## src/rtl/mem_stream_reader.sv

```systemverilog
// Streams a contiguous (wrapping) range of a combinational-read word memory
// onto a valid/ready output, one word per cycle when the consumer never stalls.
module mem_stream_reader #(
    parameter int ADDR_WIDTH   = 8,
    parameter int DATA_WIDTH   = 32,
    parameter int MAX_MEM_SIZE = 128
) (
    input  logic                  clk,
    input  logic                  rst,
    input  logic                  start,
    input  logic [ADDR_WIDTH-1:0] base_adr,
    input  logic [ADDR_WIDTH-1:0] count,
    output logic [ADDR_WIDTH-1:0] rd_adr,
    input  logic [DATA_WIDTH-1:0] rd_data,
    output logic [DATA_WIDTH-1:0] out_data,
    output logic                  out_valid,
    input  logic                  out_ready,
    output logic                  busy,
    output logic                  done,
    output logic                  err
);

    typedef enum logic [1:0] {
        IDLE  = 2'd0,
        FETCH = 2'd1,
        DRAIN = 2'd2,
        DONE  = 2'd3
    } state_e;

    localparam logic [ADDR_WIDTH-1:0] LAST_ADR = ADDR_WIDTH'(MAX_MEM_SIZE - 1);
    localparam logic [ADDR_WIDTH-1:0] ONE      = ADDR_WIDTH'(1);
    localparam logic [ADDR_WIDTH:0]   MEM_SIZE = (ADDR_WIDTH + 1)'(MAX_MEM_SIZE);

    state_e                state_q,     state_d;
    logic [ADDR_WIDTH-1:0] rd_adr_q,    rd_adr_d;
    logic [ADDR_WIDTH-1:0] remaining_q, remaining_d;
    logic [DATA_WIDTH-1:0] out_data_q,  out_data_d;
    logic                  out_valid_q, out_valid_d;
    logic                  err_q,       err_d;
    logic                  load;

    always_ff @(posedge clk) begin
        if (rst) begin
            state_q     <= IDLE;
            rd_adr_q    <= '0;
            remaining_q <= '0;
            out_data_q  <= '0;
            out_valid_q <= 1'b0;
            err_q       <= 1'b0;
        end else begin
            state_q     <= state_d;
            rd_adr_q    <= rd_adr_d;
            remaining_q <= remaining_d;
            out_data_q  <= out_data_d;
            out_valid_q <= out_valid_d;
            err_q       <= err_d;
        end
    end

    always_comb begin
        state_d     = state_q;
        rd_adr_d    = rd_adr_q;
        remaining_d = remaining_q;
        out_data_d  = out_data_q;
        out_valid_d = out_valid_q;
        err_d       = 1'b0;
        // Output register can take a new word when empty or being drained now.
        load        = !out_valid_q || out_ready;

        case (state_q)
            IDLE: begin
                if (start) begin
                    if ({1'b0, base_adr} >= MEM_SIZE) begin
                        err_d = 1'b1;
                    end else if (count == '0) begin
                        state_d = DONE;
                    end else begin
                        rd_adr_d    = base_adr;
                        remaining_d = count;
                        state_d     = FETCH;
                    end
                end
            end
            FETCH: begin
                if (load) begin
                    out_data_d  = rd_data;
                    out_valid_d = 1'b1;
                    remaining_d = remaining_q - ONE;
                    rd_adr_d    = (rd_adr_q == LAST_ADR) ? '0 : rd_adr_q + ONE;
                    if (remaining_q == ONE) begin
                        state_d = DRAIN;
                    end
                end
            end
            DRAIN: begin
                if (out_valid_q && out_ready) begin
                    out_valid_d = 1'b0;
                    state_d     = DONE;
                end
            end
            DONE: begin
                state_d = IDLE;
            end
            default: begin
                state_d = IDLE;
            end
        endcase
    end

    assign rd_adr    = rd_adr_q;
    assign out_data  = out_data_q;
    assign out_valid = out_valid_q;
    assign busy      = (state_q != IDLE);
    assign done      = (state_q == DONE);
    assign err       = err_q;

endmodule

```

## config.mk

```make
export PLATFORM = sky130hd
export DESIGN_NAME = mem_stream_reader
export DESIGN_NICKNAME = d
export VERILOG_FILES = /design/src/rtl/mem_stream_reader.sv
export SDC_FILE = /design/constraint.sdc
export NUM_CORES = 1
export LEC_CHECK = 0
export CAP_MARGIN = 15
export CORE_MARGIN = 2
export CORE_UTILIZATION = 41
export CTS_BUF_LIST = sky130_fd_sc_hd__clkbuf_8
export CTS_CLUSTER_DIAMETER = 150
export DETAILED_ROUTE_END_ITERATION = 8
export HOLD_SLACK_MARGIN = 0.06
export PLACE_DENSITY = 0.77
export SETUP_SLACK_MARGIN = 0.4
export SLEW_MARGIN = 20
export SYNTH_ARGS = -nofsm -noshare
export SYNTH_HDL_FRONTEND = slang
export SYNTH_SLANG_ARGS = --single-unit
```

## constraint.sdc

```tcl
create_clock -name clk -period 1.5 [get_ports clk]
set_input_delay 0.3 -clock clk [delete_from_list [all_inputs] [get_ports clk]]
set_output_delay 0.3 -clock clk [all_outputs]
set_load 0.01 [all_outputs]
```

Word-level counts from Yosys, hierarchy flattened
Index checks and enable logic that the tools add are counted.

word-level totals
  output and inout port bits = 44
  bits in latches = 0
  word-level logic and storage cells = 57
  register bits after elaboration = 52
  bits in read-only memories = 0
  bits in writable memories = 0
  input port bits = 52
  memories kept = 0

cells by class
  multiply operators = 0
  mux-type cells = 22
  bitwise logic cells = 2
  $lt $le $gt $ge = 1
  div/mod/pow operators = 0
  reduce and logical (&&, ||, !) cells = 13
  add/subtract/negate cells = 2
  shifts and indexed selects = 0
  eq/ne operators = 11

operators by type and width
  kind                                                                   count
  8-bit 2-to-1 mux                                                       9
  8-bit case mux with 2 select lines                                     2
  2-bit 2-to-1 mux                                                       6
  2-bit != test, second input constant                                   6
  5-bit AND reduction                                                    2
  8-bit by 1-bit adder with 8-bit output, second input constant          1
  8-bit by 1-bit equality test with 1-bit output, second input constant  1
  8-bit by 7-bit equality test with 1-bit output, second input constant  1
  8-bit >= comparator, second input constant                             1
  8-bit zero test                                                        1
  2-bit case mux with 4 select lines                                     1
  8-bit by 1-bit subtractor with 8-bit output, second input constant     1
  2-bit nonzero test                                                     3
  2-bit equality test, second input constant                             2
  1-bit 2-to-1 mux                                                       3
  3-bit AND reduction                                                    1
  3-bit OR reduction                                                     1
  2-bit by 1-bit equality test with 1-bit output, second input constant  1
  2-bit zero test                                                        1
  1-bit NOT                                                              2
  1-bit case mux with 2 select lines                                     1
  2-bit AND reduction                                                    1
  1-bit logical AND                                                      1
  1-bit zero test                                                        1
  1-bit logical OR                                                       1

Depth between registers and ports, before layout
  depth after elaboration = 5
  mapped depth = 8
  gate-level depth less buffers = 6

Worst setup path before layout
OpenSTA, ideal clock, no wires.

  kind = register to register
  start point = reg state_q[0]
  end point = reg rd_adr_q[2], in the netlist rd_adr[2]
  clock period less this slack = 1.695 ns
  setup time = 0.134 ns
  stages on the path, launching flop included = 8
  setup slack = -0.195 ns
  data arrival time = 1.561 ns
  buffers on the path = 1
  data required time = 1.366 ns
  cell sequence = dfxtp_1 -> inv_1 -> ha_1 -> inv_1 -> o211ai_1 -> buf_4 -> o311ai_0 -> o31ai_1

between the ends
  word-level cells in the longest chain between the ends = 3
  elaborated cells on any way between the ends = 9
  those cells by class = eq/ne (5); mux (1); reduce/logical (3)

ends and longest elaborated chain
  item                                                                                      line  source
  start, declared                                                                           34    state_e state_q, state_d;
  start signal, assigned                                                                    51    state_q <= state_d;
  2-bit by 1-bit equality test with 1-bit output / 2-bit zero test (equally long branches)  70    case (state_q)
  2-bit != test (no source line) / 2-bit nonzero test (equally long branches)               -
  5-bit AND reduction (no source line)                                                      -
  end signal, assigned                                                                      52    rd_adr_q <= rd_adr_d;
  end, declared                                                                             35    logic [ADDR_WIDTH-1:0] rd_adr_q, rd_adr_d;

Parallel ways exist; a longest one is shown, timed or not.
A chain may end at the register's enable or synchronous reset.

Worst setup path in the final report
  start point = reg state_q[1]
  end point = reg rd_adr_q[0], in the netlist rd_adr[0]

Same word-level chain as after synthesis.

==> results_dict.tcl <==
set metrics [dict create \
    grtUsageTotal 0.303 \
    cp_slowest_cell "o211ai_1" \
    numCtsBuffers 5 \
    num-nets-final 533 \
    gp_congestion 0.856 \
    placeableCoreArea_sq_um 5850 \
    clock-sinks 52 \
    p_leak_nw 2.11 \
    via_per_inst 6.40 \
    synth-main-ff-cell "dfxtp_1" \
    cts_buffer_depth 2 \
    maxCapViolations 0 \
    via_count 3513 \
    yosysTopAreaCellShare 0.422 \
    setup_viol 52 \
    die_y_microns 81.5 \
    diodes 0 \
    slew_violations 0 \
    clock-root-buffer "clkbuf_8" \
    dp_cells 492 \
    die_w_microns 81.5 \
    grt_max_degree 22 \
    grt_pass1_wl_microns 15500 \
    antenna_found_initial 0 \
    whs_ns 0.455 \
    syn_inst 303 \
    post-route-period-util 1.28 \
    place_area_sq_um 3820 \
    worst_slack_ns -0.420 \
    rsz0062_at_grt "true" \
    die-area_sq_um 6650 \
    fin_cells 549 \
    cp_cell_sequence "inv_4, ha_4, inv_4, o211ai_1, buf_4, nor2_4, a311oi_1" \
    critical_path.top_delay_family "compound AO/OA/AOI/OAI gates" \
    start_util 0.421 \
    portBuffers 95 \
    fmax_mhz 521 \
    drt_wl_total_microns 14300 \
    areaGrowthSynthToFinish_pct 112 \
    crit_path_start_kind "register" \
    detail-route-antenna-nets 0 \
    critPathLaunch "state_q[1]" \
    n_fill_cell 210 \
    tritoncts "built" \
    max-slew-margin-rel 0.628 \
    grt-ovfl-total 0 \
    hold_violations 0 \
    violations "negative setup slack" \
    cp.arrival_ns 2.12 \
    path_clk_slew_ns 0.12 \
    cts_hold_buf 0 \
    worst-setup-path-type "register to register" \
    holdCritStartpoint "rst" \
    mostFrequentLayoutCell "buf_4" \
    ys_warn_count 0 \
    tightest_slew_ns 0.555 \
    stdcell_area_sq_um 5220 \
    syn_area_sq_um 2460 \
    synth_area_per_cell_sq_um 8.13 \
    synth_edf_count 0 \
    crit_top_cell "inv_4" \
    power_density_nw_per_um2 1940 \
    ys_ff_latch 52 \
    num_rows 28 \
    synth_area_leaders "dfxtp_1 42%, nand2_1 12%, a21oi_1 9.7%" \
    peakVddDrop_mv 1.23 \
    grt_pass1_vias 3147 \
    worstPathMaxFanout 7 \
    drive_gt1_frac 0.637 \
    dp_hpwl_microns 5480 \
    postLayoutCoreUtil 0.892 \
    insertion_delay_ns 0.32 \
    drcViolationCount 0 \
    syn_nets 363 \
    synth_cell_types 51 \
    wl_per_cell_microns 26.1 \
    max_stage_delay_ns 0.46 \
    htreeDepth 2 \
    synthArstFlopShare 0 \
    reg2reg_from "state_q[1]" \
    crit_buf_inv 3 \
    synth_top_cell_by_area "dfxtp_1" \
    mostFrequentLayoutCells "59 x buf_4, 50 x clkdlybuf4s50_1, 38 x buf_6" \
    min_period_ns 1.92 \
    required_ns 1.70 \
    first_pass_iters 5 \
    worstSetupEndpointType "register" \
    clock_skew_ns 0.0156 \
    outcome "finished with violations" \
    synth.yosys.seq_area_share 0.422 \
    hold_path.class "input port to register" \
    drt_iter0_markers 298 \
    pin_count 96 \
]
## state kept, by name, indices dropped and copies added (netlist names)
name / flops
out_data: 32
rd_adr: 8
remaining_q: 8
state_q: 2
err: 1
out_valid: 1
## cell usage after synthesis (all sizes together) (2+ instances only)
library cell and number:
a211o 2, inv 9, a21oi 48, a31oi 4, o211a 2, nor4 4, and4 2, nand2b 3
dfxtp 52, nand2 78, a2bb2oi 3, nor2b 2, o311ai 5, buf 8, o21ai 2, nand3 5
nor2 11, o32ai 2, a311oi 4, and3 3, a221oi 3, o211ai 2, o31ai 6, a211oi 4
clkbuf 11, ha 8, nand4 3
## cell families (layout without fill, tap and decap cells)
group | count (synthesis) | after routing | share of synthesized area
simple gates | 119 | 119 | 0.227
buf+inv | 28 | 199 | 0.0482
flops | 52 | 52 | 0.422
compound gates | 95 | 95 | 0.257
fa+ha+maj | 8 | 8 | 0.0406
mux | 1 | 1 | 0.00406
## per-layer routing
metal,global-route usage,share of wire
met5,0,0
met4,0.147,0.066
met1,0.331,0.36
met2,0.554,0.48
met3,0.0637,0.094
## final timing paths
path,to,slack [ns],depth (start not counted)
hold / removal,remaining_q[1],0.46,2
setup / recovery,rd_adr[0],-0.42,7
hold reg to reg,out_data[13],0.48,2
setup reg to reg,rd_adr[0],-0.42,7
## stage by stage
stage	setup WS [ns]	power (W)	setup TNS (ns)
2_1_floorplan	0.00948	0.00429	0
3_3_place_gp	-0.421	0.00572	-10.93
3_5_place_dp	-0.503	0.00582	-13.23
4_1_cts	-0.165	0.00831	-3.34
5_1_grt	-0.445	0.0105	-12.62
6_report	-0.420	0.0101	-10.52
## power breakdown
part           switching (W)  internal, W
clock               0.000518     0.000328
combinational        0.00348      0.00351
sequential          0.000478      0.00183
total                0.00448      0.00566
## area by class of cell
| cell class | count | area (sq um) | area share |
|---|---|---|---|
| sequential | 52 | 1110 | 0.213 |
| tap | 75 | 93.8 | 0.0180 |
| inverter | 9 | 53.8 | 0.0103 |
| clock buffer | 5 | 68.8 | 0.0132 |
| clock inverter | 3 | 20.0 | 0.00383 |
| timing repair buffer | 182 | 1890 | 0.361 |
| multi-input combinational | 223 | 1990 | 0.381 |
## repair_timing
action	4_1_cts	5_1_grt
endpoints found under the hold margin	0	0
buffers inserted	20	21
pin swaps	64	34
gates resized for setup	331	87
setup endpoints to repair	96	87
gates cloned	6	2
(Power assumes the default switching activity.)
